File: src/rtl/imm_gen_pkg.sv
// imm_gen_pkg: shared format codes, opcode constants and the opcode-to-format
// helper used by the immediate generator pipeline.
// Optional feature macro: IMM_GEN_CSR_ZIMM_EN (CSR zimm decode, see imm_decode).
package imm_gen_pkg;

    // Immediate format codes carried through the FIFO alongside each result.
    typedef enum logic [2:0] {
        FMT_NONE = 3'd0,
        FMT_I    = 3'd1,
        FMT_S    = 3'd2,
        FMT_B    = 3'd3,
        FMT_U    = 3'd4,
        FMT_J    = 3'd5,
        FMT_Z    = 3'd6
    } fmt_e;

    // RV32I/RV64I major opcodes that carry an immediate.
    localparam logic [6:0] OP_IMM    = 7'b0010011;
    localparam logic [6:0] OP_LOAD   = 7'b0000011;
    localparam logic [6:0] OP_JALR   = 7'b1100111;
    localparam logic [6:0] OP_SYSTEM = 7'b1110011;
    localparam logic [6:0] OP_IMM_32 = 7'b0011011;
    localparam logic [6:0] OP_STORE  = 7'b0100011;
    localparam logic [6:0] OP_BRANCH = 7'b1100011;
    localparam logic [6:0] OP_LUI    = 7'b0110111;
    localparam logic [6:0] OP_AUIPC  = 7'b0010111;
    localparam logic [6:0] OP_JAL    = 7'b1101111;

    // Map a major opcode to its immediate format; OP-IMM-32 only exists on RV64.
    function automatic fmt_e opcode_to_fmt(input logic [6:0] opcode, input logic rv64);
        case (opcode)
            OP_IMM, OP_LOAD, OP_JALR, OP_SYSTEM: return FMT_I;
            OP_IMM_32:                           return rv64 ? FMT_I : FMT_NONE;
            OP_STORE:                            return FMT_S;
            OP_BRANCH:                           return FMT_B;
            OP_LUI, OP_AUIPC:                    return FMT_U;
            OP_JAL:                              return FMT_J;
            default:                             return FMT_NONE;
        endcase
    endfunction

endpackage

File: src/rtl/imm_decode.sv
// imm_decode: purely combinational instruction -> {format, immediate, illegal}.
// The sign bit is always instruction[31]; the 32-bit immediate is sign-extended
// to XLEN. With IMM_GEN_CSR_ZIMM_EN defined, CSR*I instructions decode as Z
// (zero-extended rs1 field); otherwise they stay I format.
module imm_decode
    import imm_gen_pkg::*;
#(
    parameter int XLEN = 32
) (
    input  logic [31:0]     instruction,
    output fmt_e            fmt,
    output logic [XLEN-1:0] imm,
    output logic            illegal
);

    logic signed [31:0] imm32;

    // Select the format from the opcode and assemble the 32-bit immediate.
    always_comb begin
        // NOTE: every output of this block gets a default first, so no path can infer a latch.
        fmt   = opcode_to_fmt(instruction[6:0], XLEN == 64);
        imm32 = '0;
`ifdef IMM_GEN_CSR_ZIMM_EN
        if (instruction[6:0] == OP_SYSTEM && instruction[14]) begin
            fmt = FMT_Z;
        end
`endif
        case (fmt)
            FMT_I: imm32 = {{20{instruction[31]}}, instruction[31:20]};
            FMT_S: imm32 = {{20{instruction[31]}}, instruction[31:25], instruction[11:7]};
            FMT_B: imm32 = {{19{instruction[31]}}, instruction[31], instruction[7],
                            instruction[30:25], instruction[11:8], 1'b0};
            FMT_U: imm32 = {instruction[31:12], 12'd0};
            FMT_J: imm32 = {{11{instruction[31]}}, instruction[31], instruction[19:12],
                            instruction[20], instruction[30:21], 1'b0};
            FMT_Z: imm32 = {27'd0, instruction[19:15]};
            default: imm32 = '0;
        endcase
    end

    // Size cast of a signed value sign-extends when XLEN is 64.
    assign imm     = XLEN'(imm32);
    assign illegal = (fmt == FMT_NONE);

endmodule

File: src/rtl/imm_gen_pipe.sv
// imm_gen_pipe: immediate generator with a DEPTH-entry output FIFO and
// valid/ready handshakes on both sides. Decode happens at the FIFO write port;
// all outputs come from head storage. Optional macro: IMM_GEN_CSR_ZIMM_EN.
module imm_gen_pipe
    import imm_gen_pkg::*;
#(
    parameter int XLEN  = 32,
    parameter int DEPTH = 2,
    parameter int TAG_W = 32
) (
    input  logic                     clk,
    input  logic                     rst,
    input  logic                     in_valid,
    output logic                     in_ready,
    input  logic [31:0]              Instruction,
    input  logic [TAG_W-1:0]         in_tag,
    output logic                     out_valid,
    input  logic                     out_ready,
    output logic [XLEN-1:0]          Imm_out,
    output logic [2:0]               fmt_out,
    output logic                     illegal_out,
    output logic [TAG_W-1:0]         out_tag,
    output logic [$clog2(DEPTH):0]   count_out
);

    localparam int PW = $clog2(DEPTH);
    localparam int CW = PW + 1;
    localparam logic [CW-1:0] FULL = CW'(DEPTH);

    fmt_e            dec_fmt;
    logic [XLEN-1:0] dec_imm;
    logic            dec_illegal;

    logic [XLEN-1:0]  imm_mem [DEPTH];
    fmt_e             fmt_mem [DEPTH];
    logic             ill_mem [DEPTH];
    logic [TAG_W-1:0] tag_mem [DEPTH];

    logic [PW-1:0] wr_ptr;
    logic [PW-1:0] rd_ptr;
    logic [CW-1:0] count;
    logic          push;
    logic          pop;

    imm_decode #(
        .XLEN (XLEN)
    ) u_decode (
        .instruction (Instruction),
        .fmt         (dec_fmt),
        .imm         (dec_imm),
        .illegal     (dec_illegal)
    );

    // in_ready depends only on the registered count, so out_ready never reaches it.
    assign in_ready  = (count < FULL);
    assign out_valid = (count != '0);
    assign push      = in_valid && in_ready;
    assign pop       = out_valid && out_ready;
    assign count_out = count;

    // Pointer and occupancy bookkeeping; pointers wrap naturally since DEPTH is a power of two.
    always_ff @(posedge clk or posedge rst) begin
        // NOTE: sequential state uses non-blocking assignments so every register samples pre-edge values.
        if (rst) begin
            wr_ptr <= '0;
            rd_ptr <= '0;
            count  <= '0;
        end else begin
            if (push) wr_ptr <= wr_ptr + PW'(1);
            if (pop)  rd_ptr <= rd_ptr + PW'(1);
            case ({push, pop})
                2'b10:   count <= count + CW'(1);
                2'b01:   count <= count - CW'(1);
                default: count <= count;
            endcase
        end
    end

    // Capture the decoded result into the slot at the write pointer.
    always_ff @(posedge clk) begin
        // NOTE: storage is not reset; head outputs are gated by out_valid, so stale slots are never visible.
        if (push) begin
            imm_mem[wr_ptr] <= dec_imm;
            fmt_mem[wr_ptr] <= dec_fmt;
            ill_mem[wr_ptr] <= dec_illegal;
            tag_mem[wr_ptr] <= in_tag;
        end
    end

    // Head entry drives the outputs; all zero while the FIFO is empty (including during reset).
    assign Imm_out     = out_valid ? imm_mem[rd_ptr] : '0;
    assign fmt_out     = out_valid ? fmt_mem[rd_ptr] : FMT_NONE;
    assign illegal_out = out_valid ? ill_mem[rd_ptr] : 1'b0;
    assign out_tag     = out_valid ? tag_mem[rd_ptr] : '0;

endmodule

File: config.mk
export PLATFORM = sky130hd
export DESIGN_NAME = imm_gen_pipe
export DESIGN_NICKNAME = d
export VERILOG_FILES = /design/src/rtl/imm_gen_pkg.sv /design/src/rtl/imm_decode.sv /design/src/rtl/imm_gen_pipe.sv
export SDC_FILE = /design/constraint.sdc
export NUM_CORES = 1
export LEC_CHECK = 0
export ABC_CLOCK_PERIOD_IN_PS = 4800
export BUFFER_PORTS_ARGS = -buffer_cell sky130_fd_sc_hd__clkbuf_2
export CORE_MARGIN = 5
export CORE_UTILIZATION = 40
export CTS_BUF_LIST = sky130_fd_sc_hd__clkbuf_4 sky130_fd_sc_hd__clkbuf_8
export DETAILED_ROUTE_END_ITERATION = 10
export PLACE_DENSITY = 0.63
export SYNTH_ARGS = -nofsm -noshare
export SYNTH_HDL_FRONTEND = slang
export SYNTH_SLANG_ARGS = --single-unit
File: constraint.sdc
create_clock -name clk -period 4.8 [get_ports clk]
set_input_delay 0.96 -clock clk [delete_from_list [all_inputs] [get_ports clk]]
set_output_delay 0.96 -clock clk [all_outputs]
set_load 0.01 [all_outputs]
==> results.tsv, run 1 <==
stage	metric	value	unit
timing	finalClockSkew	0.00627	ns
setup_path	crit_path_start_kind	register	
yosys	yosysWarnings	0	
timing	hold_violations	0	
finish	fillers	1317	
finish	antenna_cells	0	
floorplan	coreArea	14600	um^2
cts	htreeDepth	4	
power_and_ir_drop	leakage	2.97	nW
grt	grt_pass1_wl	19.8	mm
grt	grt_antenna_before_repair	0	
worst_hold_path	hold_path_class	in2async	
yosys	syn-num-nets	460	
status	status	complete, no violations	
setup_path	cp.required	3.84	ns
cts	postCtsHoldBufs	0	
yosys	ys_seq_area_share	69.7	%
finish	fin_area	7270	um^2
timing	finalCritPeriodShare	70.1	%
setup_path	critPathMaxFanout	45	
route	drtAntennaViolNets	0	
floorplan	die_h	132	um
grt	grt_pass1_vias	3846	
floorplan	io_pins	140	
job	maxCapViolCount	0	
grt	grt_usage	14.4	%
setup_path	worstSetupPathType	reg2out	
setup_path	endpoint_kind	output port	
power_and_ir_drop	ir_drop	0.000251	V
yosys	netlist_area	6000	um^2
placed_design	post_dp_cell_area	6850	um^2
power_and_ir_drop	power_density	569	nW/um^2
cts	cts_buffers	17	
timing	max_clock_freq	297	MHz
cts	root_buffer	clkbuf_8	
finish	layout-drive-gt1-share	35.6	%
placed_design	gp_congestion	0.766	
cts	ctsLongestPathBuffers	2	
timing	finalSetupViolCount	0	
timing	tightest_slew	0.966	ns
cts	clock_sinks	140	
placed_design	hpwl	8.49	mm
floorplan	start_util	41.0	%
route	firstDrtPassIters	4	
finish	final_nets	596	
timing	period_minus_slack	3.37	ns
cts	clk_latency	0.43	ns
floorplan	die-area	17600	um^2
timing	rsz0062_at_grt	no	
floorplan	die_x	132	um
yosys	avgSynthCellArea	15.3	um^2
floorplan	core.rowCount	44	
cts	cts_resized	0	
route	wl_per_cell	17.2	um
yosys	syn_inst	391	
timing	tns	0	ns
timing	max_slew_margin	35.6	%
route	drc	0	
route	via_per_inst	5.03	
setup_path	cp.arrival	2.41	ns
grt	grt_start_max_net_pins	69	
route	drt_wl_total	12.5	mm
grt	grt-ovfl-total	0	
cts	clk_pin_slew_worst_paths	0.07	ns
timing	slew_violations	0	
cts	tritoncts	done	
yosys	synthDistinctLibCells	41	
route	drt-initial-drc-count	180	
placed_design	io_buffers	139	
yosys	synth_seq_cells	140	
cts	postCtsSetupBuffers	0	
finish	area_delta_synth_final	21.1	%
route	via_count	3640	
-- final timing paths --
check / startpoint / end / cells after the start / slack (ns)
worst max-delay path: rd_ptr / out_tag[2] / 4 / 1.43
worst min-delay path: rst / rd_ptr / 2 / 0.39
worst max register to register: count_out[0] / count_out[1] / 7 / 2.24
worst min register to register: wr_ptr / wr_ptr / 1 / 0.58
max in group asynchronous: rst / rd_ptr / 2 / 4.24
min in group clk: wr_ptr / wr_ptr / 1 / 0.58
-- routing by layer --
layer	share of wire, %	routed length [um]	vias up	global-route usage, %
li1	-	-	1737	-
met1	45	5670	1762	18.5
met2	47	5860	129	23.1
met3	6.2	777	12	4.63
met4	1.4	178	0	5.08
met5	0	0	-	0
-- cells by family (layout without fill, tap and decap cells) --
group | after synthesis | after routing | synth area share, %
multiplexers | 69 | 69 | 11.5
XOR/XNOR | 6 | 6 | 0.876
AO/OA/AOI/OAI | 35 | 35 | 6.57
AND/OR/NAND/NOR | 111 | 111 | 8.57
flip-flops | 140 | 140 | 69.7
adder cells (fa/ha/maj) | 1 | 1 | 0.208
buffers and inverters | 29 | 178 | 2.54
-- registers in the layout, indices dropped and copies added, names as in the netlist --
signal     flops
fmt_mem        6
ill_mem        2
rd_ptr         1
imm_mem       64
count_out      2
tag_mem       64
wr_ptr         1
-- critical path: stages (launching register included) --
cell and delay [ns]:
dfrtp_4 0.95, buf_4 0.52, mux2i_1 0.27, nor2_1 0.06, clkbuf_2 0.14
-- per-stage QoR --
step / hold WS, ns / util (%) / cells / total power [mW] / setup slack, ns
finish: 0.388 / 49.6 / 724 / 4.14 / 1.43
global route: 0.368 / 49.6 / 724 / 4.38 / 1.24
CTS: 0.352 / 49.6 / 724 / 4.21 / 1.34
detailed placement: 0.575 / 46.7 / 692 / 3.21 / 1.84
global placement: 0.535 / 46.7 / 692 / 3.19 / 1.88
floorplan: 0.460 / - / 391 / 2.64 / 0.400
-- area by class of cell --
| type | instances | area (um^2) | area share (%) |
|---|---|---|---|
| Inverter | 3 | 11.3 | 0.155 |
| Timing Repair Buffer | 143 | 726 | 9.98 |
| Clock buffer | 23 | 279 | 3.84 |
| Multi-Input combinational cell | 222 | 1690 | 23.3 |
| Sequential cell | 140 | 4190 | 57.6 |
| Tap cell | 184 | 230 | 3.17 |
| Clock inverter | 9 | 144 | 1.98 |
-- power by group --
group          leakage, nW  switching [mW]  internal [mW]  total (mW)
Sequential            1.30           0.158           1.61        1.76
Combinational         1.46           0.819          0.556        1.37
Clock                0.215           0.401          0.595       0.996
Total                 2.97            1.38           2.76        4.14
-- layout by cell type (no fill, tap or decap), types with 6 or more instances in the layout --
cell type  instances
clkbuf_8          17
nor2_1            70
a21o_1             8
mux2i_1           69
edfxtp_1         136
o2bb2ai_2         10
clkbuf_4           6
nand2_1            9
clkbuf_2         139
nor3b_1            6
-- Yosys cell counts, drive strengths merged --
cell type / count / area (um^2)
nor2b: 2 / 12.5
o211ai: 1 / 7.51
ha: 1 / 12.5
o2bb2ai: 15 / 194
xor2: 2 / 17.5
o21ai: 2 / 10.0
a21boi: 1 / 7.51
a21oi: 2 / 21.3
nand3: 1 / 5.00
inv: 3 / 11.3
o211a: 1 / 10.0
nand4: 3 / 18.8
o21a: 1 / 7.51
a21o: 8 / 60.1
nor3b: 6 / 45.0
mux2i: 69 / 691
dfrtp: 4 / 100
nor3: 1 / 5.00
edfxtp: 136 / 4080
and2: 4 / 25.0
and3b: 1 / 8.76
clkbuf: 7 / 26.3
buf: 19 / 115
and3: 4 / 25.0
a211o: 1 / 8.76
nor2: 72 / 270
nand4b: 2 / 17.5
nor4: 3 / 18.8
a2bb2oi: 1 / 26.3
nor4bb: 1 / 10.0
xnor2: 4 / 35.0
nand3b: 1 / 7.51
nand2: 9 / 33.8
a221oi: 2 / 41.3
or3b: 1 / 11.3
Note: power is estimated with default switching activity, not from simulation.
==> inputs of run 2 (changes only) <==
- ABC_CLOCK_PERIOD_IN_PS: 4800 -> 3150
- clock period: 4.8 -> 3.15 ns (I/O delays scaled with it)
==> results.tsv, run 2 (synthesis results as in run 1) <==
stage	metric	value	unit	change
cts	clock_sinks	140		unchanged
cts	postCtsSetupBuffers	0		unchanged
cts	clk_latency	0.43	ns	about the same
power_and_ir_drop	pwr-share-seq	42.4	%	-0.3 points
timing	finalSetupViolCount	0		unchanged
route	firstDrtPassIters	4		unchanged
timing	tns	0	ns	unchanged
route	wl_per_cell	18.1	um	+5.1%
timing	finalCritPeriodShare	84.5	%	
finish	final_common_cell	clkbuf_2		
cts	cts_resized	0		unchanged
timing	period_minus_slack	2.66	ns	
setup_path	cp.required	2.52	ns	-1.32 ns
finish	final_nets	598		+0.34%
grt	grt_pass1_wl	20.6	mm	+4.4%
cts	htreeDepth	4		unchanged
cts	ctsLongestPathBuffers	2		unchanged
cts	tritoncts	done		
placed_design	gp_congestion	0.764		-0.25%
route	via_count	3744		+2.9%
finish	fin_area	7250	um^2	-0.24%
timing	max_slew_margin	57.9	%	+22 points
cts	clk_pin_slew_worst_paths	0.07	ns	about the same
placed_design	dp_cells	694		+0.29%
worst_hold_path	hold_path_class	in2async		
setup_path	crit_path_start_kind	register		
power_and_ir_drop	switchingPower	2.14	mW	+55%
grt	grt_start_max_net_pins	51		-26%
placed_design	place_ws	0.937	ns	-0.906 ns
power_and_ir_drop	clkPwrFrac	21.4	%	-2.7 points
finish	finalNonFillerCells	724		unchanged
job	maxCapViolCount	0		unchanged
cts	postCtsHoldBufs	0		unchanged
floorplan	die_x	132	um	unchanged
finish	antenna_cells	0		unchanged
finish	layout-drive-gt1-share	35.4	%	-0.19 points
timing	slew_violations	0		unchanged
route	via_per_inst	5.17		+2.9%
floorplan	core.rowCount	44		unchanged
power_and_ir_drop	switching_share	34.7	%	+1.3 points
grt	grt_usage	15.2	%	+0.79 points
route	drt_wl_total	13.1	mm	+5.1%
timing	rsz0062_at_grt	no		
placed_design	post_dp_cell_area	6900	um^2	+0.77%
floorplan	die_h	132	um	unchanged
floorplan	die-area	17600	um^2	unchanged
setup_path	endpoint_kind	output port		
timing	tightest_slew	0.630	ns	-0.337 ns
finish	area_delta_synth_final	20.8	%	
setup_path	cp.arrival	2.03	ns	-0.38 ns
placed_design	io_buffers	139		unchanged
floorplan	start_util	41.0	%	unchanged
timing	finalClockSkew	0.0105	ns	+0.00427 ns
setup_path	worstSetupPathType	reg2out		
setup_path	crit_path_start	rd_ptr		
power_and_ir_drop	ir_drop	0.000470	V	+87%
setup_path	r2r_start	count_out[1]		
placed_design	hpwl	9.01	mm	+6.1%
cts	cts_buffers	17		unchanged
route	drtAntennaViolNets	0		unchanged
setup_path	critPathMaxFanout	49		+8.9%
cts	root_buffer	clkbuf_8		
grt	grt_pass1_vias	3866		+0.52%
power_and_ir_drop	pwr-share-comb	36.2	%	+3.0 points
grt	grt_antenna_before_repair	0		unchanged
status	status	complete, no violations		
finish	fin_util	49.5	%	-0.12 points
grt	grt-ovfl-total	0		unchanged
power_and_ir_drop	power_density	850	nW/um^2	+49%
timing	max_clock_freq	376	MHz	
timing	fin_ws	0.487	ns	-0.945 ns
finish	fillers	1291		-2.0%
setup_path	r2r_cells	4		-3
finish	mostFrequentLayoutCells	139 x clkbuf_2, 136 x edfxtp_1, 70 x nor2_1		
floorplan	coreArea	14600	um^2	unchanged
route	drc	0		unchanged
power_and_ir_drop	intPower	4.03	mW	+46%
timing	hold_violations	0		unchanged
route	drt-initial-drc-count	204		+13%
power_and_ir_drop	leakage	2.97	nW	-0.27%
finish	largestRegisters	imm_mem (64), tag_mem (64), fmt_mem (6)		
floorplan	io_pins	140		unchanged
==> run 2: per-stage QoR <==
step                      power [mW]  hold slack (ns)
after detailed placement        4.94            0.503
after CTS                       6.27          0.00938
after floorplan                 4.01            0.396
after global placement          4.92            0.503
after global routing            6.53           0.0333
final                           6.16           0.0507
==> run 2: critical path, cell delays in order (launching register included) <==
cell and delay (ns):
dfrtp_4 0.68, buf_12 0.36, mux2i_1 0.27, nor2_1 0.06
clkbuf_2 0.14
==> run 2: final timing paths <==
| path | to | slack, ns |
|---|---|---|
| max | Imm_out[3] | 0.49 |
| min | rd_ptr | 0.05 |
| max reg2reg | imm_mem[0][25] | 1.19 |
| min reg2reg | wr_ptr | 0.56 |
| max in group asynchronous | rd_ptr | 2.92 |
| min in group clk | tag_mem[0][6] | 0.38 |
==> run 2: layout make-up <==
type / count / area [um^2] / share of cell area (%)
Inverter: 3 / 11.3 / 0.155
Clock inverter: 11 / 104 / 1.43
Tap cell: 184 / 230 / 3.18
Sequential cell: 140 / 4190 / 57.8
Timing Repair Buffer: 145 / 778 / 10.7
Multi-Input combinational cell: 222 / 1690 / 23.3
Clock buffer: 19 / 249 / 3.43
==> run 2: power groups by stage <==
stage	sequential, mW	clock [mW]	combinational [mW]
2_1_floorplan	2.57	0	1.44
3_3_place_gp	2.64	0	2.28
3_5_place_dp	2.66	0	2.28
4_1_cts	2.62	1.36	2.29
5_1_grt	2.64	1.44	2.45
6_report	2.61	1.32	2.23
==> run 2: layer usage <==
metal  track usage [%]  vias to the layer above  wire length [um]
li1                  -                     1746                 -
met1              19.9                     1834              5920
met2              23.7                      147              6020
met3              5.01                       17               958
met4              5.60                        0               223
met5                 0                        -                 0
==> inputs of run 3 (changes only) <==
- ABC_CLOCK_PERIOD_IN_PS: 3150 -> 2650
- clock period: 3.15 -> 2.65 ns (I/O delays scaled with it)
==> results.tsv, run 3 (synthesis results as in run 1) <==
stage	metric	value	unit	change
finish	final_nets	603		+0.84%
timing	finalSetupViolCount	0		unchanged
cts	clk_pin_slew_worst_paths	0.08	ns	about the same
finish	fin_util	50.1	%	+0.59 points
setup_path	cp_cell_sequence	buf_4, mux2i_1, nor2_1, clkbuf_2		
setup_path	worstSetupPathType	reg2out		
cts	clk_latency	0.43	ns	about the same
grt	grt_pass1_vias	3869		+0.078%
grt	grt_usage	14.8	%	-0.40 points
cts	postCtsSetupBuffers	0		unchanged
finish	register_area	4190	um^2	unchanged
job	maxCapViolCount	0		unchanged
finish	multiInputGateArea	1690	um^2	unchanged
timing	rsz0062_at_grt	no		
placed_design	io_buffers	139		unchanged
worst_hold_path	hold_path_class	in2reg		
finish	fillers	1304		+1.0%
setup_path	critPathMaxStageDelay	0.78	ns	+0.10 ns
power_and_ir_drop	intPower	4.92	mW	+22%
power_and_ir_drop	clkPwrFrac	23.2	%	+1.8 points
setup_path	endpoint_kind	output port		
finish	area_delta_synth_final	22.3	%	
timing	max_slew_margin	51.5	%	-6.5 points
grt	grt_antenna_before_repair	0		unchanged
floorplan	die-area	17600	um^2	unchanged
grt	grt_start_max_net_pins	46		-9.8%
route	drtAntennaViolNets	0		unchanged
timing	finalClockSkew	0.00699	ns	-0.00355 ns
floorplan	core.rowCount	44		unchanged
setup_path	critPathMaxFanout	28		-43%
setup_path	crit_path_start_kind	register		
cts	clock_sinks	140		unchanged
grt	grt-ovfl-total	0		unchanged
floorplan	coreArea	14600	um^2	unchanged
power_and_ir_drop	power_density	1030	nW/um^2	+21%
setup_path	cp.arrival	1.97	ns	-0.06 ns
floorplan	io_pins	140		unchanged
route	via_per_inst	5.09		-1.6%
floorplan	die_x	132	um	unchanged
power_and_ir_drop	ir_drop	0.000515	V	+9.5%
timing	tns	0	ns	unchanged
cts	cts_buffers	17		unchanged
floorplan	die_h	132	um	unchanged
cts	htreeDepth	4		unchanged
cts	cts_resized	0		unchanged
floorplan	start_util	41.0	%	unchanged
finish	antenna_cells	0		unchanged
power_and_ir_drop	switching_share	34.7	%	about the same
timing	fin_hold_ws	0.284	ns	+0.233 ns
cts	postCtsHoldBufs	1		+1
cts	ctsLongestPathBuffers	2		unchanged
finish	largestRegisters	imm_mem (64), tag_mem (64), fmt_mem (6)		
power_and_ir_drop	leakage	3.00	nW	+1.2%
power_and_ir_drop	pwr-share-seq	41.6	%	-0.8 points
route	firstDrtPassIters	6		+2
cts	tritoncts	done		
route	drt-initial-drc-count	179		-12%
timing	tightest_slew	0.722	ns	+0.0922 ns
cts	root_buffer	clkbuf_8		
timing	max_clock_freq	399	MHz	
finish	mostFrequentLayoutCells	139 x clkbuf_2, 136 x edfxtp_1, 70 x nor2_1		
placed_design	gp_congestion	0.868		+14%
timing	slew_violations	0		unchanged
timing	period_minus_slack	2.50	ns	
timing	finalCritPeriodShare	94.5	%	
timing	hold_violations	0		unchanged
route	wl_per_cell	17.5	um	-3.7%
status	status	complete, no violations		
route	via_count	3721		-0.61%
power_and_ir_drop	switchingPower	2.61	mW	+22%
placed_design	hpwl	8.96	mm	-0.50%
power_and_ir_drop	pwr-share-comb	35.2	%	-1.0 points
route	drc	0		unchanged
route	drt_wl_total	12.8	mm	-2.7%
finish	final_common_cell	clkbuf_2		
grt	grt_pass1_wl	20.2	mm	-2.0%
finish	layout-drive-gt1-share	36.6	%	+1.2 points
setup_path	cp.required	2.12	ns	-0.40 ns
setup_path	slowest_stage	dfrtp_4		
==> run 3: changes by cell type in the layout (fill, tap and decap cells not counted), sizes merged <==
| cell | before | now |
|---|---|---|
| buf | 6 | 10 |
| bufinv | 2 | 3 |
| clkbuf | 158 | 157 |
| clkinv | 9 | 7 |
| clkinvlp | 0 | 3 |
| dlygate4sd3 | 0 | 1 |
| inv | 3 | 4 |
==> run 3: path summary, 6_finish.rpt <==
path	endpoint	from	cells past startpoint	slack (ns)
setup / recovery	Imm_out[29]	rd_ptr	4	0.15
setup reg to reg	count_out[1]	count_out[0]	7	0.84
max in group asynchronous	rd_ptr	rst	3	1.96
hold / removal	tag_mem[1][7]	in_tag[7]	1	0.28
min in group asynchronous	wr_ptr	rst	3	0.52
hold reg to reg	wr_ptr	wr_ptr	1	0.58
==> run 3: worst max-delay path: cells and delay by family, from the launching register on <==
family,cells,cell delay (ns)
multiplexers,1,0.10
flip-flops,1,0.78
buffers and inverters,2,0.47
AND/OR/NAND/NOR,1,0.19
==> run 3: stage by stage <==
| stage | total power, mW | setup WS, ns | cells | area (um^2) |
|---|---|---|---|---|
| 2_1_floorplan | 4.76 | 0.493 | 391 | 6010 |
| 4_1_cts | 7.67 | 0.0838 | 731 | 7340 |
| 3_3_place_gp | 5.86 | 0.529 | 698 | 6920 |
| 3_5_place_dp | 5.90 | 0.486 | 698 | 6920 |
| 5_1_grt | 7.99 | 0.0101 | 731 | 7340 |
| 6_report | 7.54 | 0.147 | 731 | 7340 |
==> run 3: power by group through the flow <==
| stage | Combinational [mW] | Sequential (mW) | Clock, mW |
|---|---|---|---|
| 6_report | 2.65 | 3.14 | 1.75 |
| 5_1_grt | 2.90 | 3.18 | 1.90 |
| 4_1_cts | 2.71 | 3.15 | 1.81 |
| 3_5_place_dp | 2.71 | 3.20 | 0 |
| 3_3_place_gp | 2.68 | 3.18 | 0 |
| 2_1_floorplan | 1.71 | 3.05 | 0 |
==> run 3: per-layer routing <==
metal | track usage (%) | routed length [um]
met3 | 5.35 | 780
met5 | 0 | 0
met2 | 23.3 | 6010
met4 | 4.45 | 150
met1 | 19.2 | 5830
==> run 3: layout make-up <==
| type | instances | share of cell area [%] |
|---|---|---|
| timing repair buffer | 150 | 11.0 |
| tap | 184 | 3.14 |
| sequential | 140 | 57.1 |
| clock inverter | 14 | 2.32 |
| clock buffer | 18 | 3.29 |
| multi-input combinational | 222 | 23.0 |
| inverter | 3 | 0.153 |
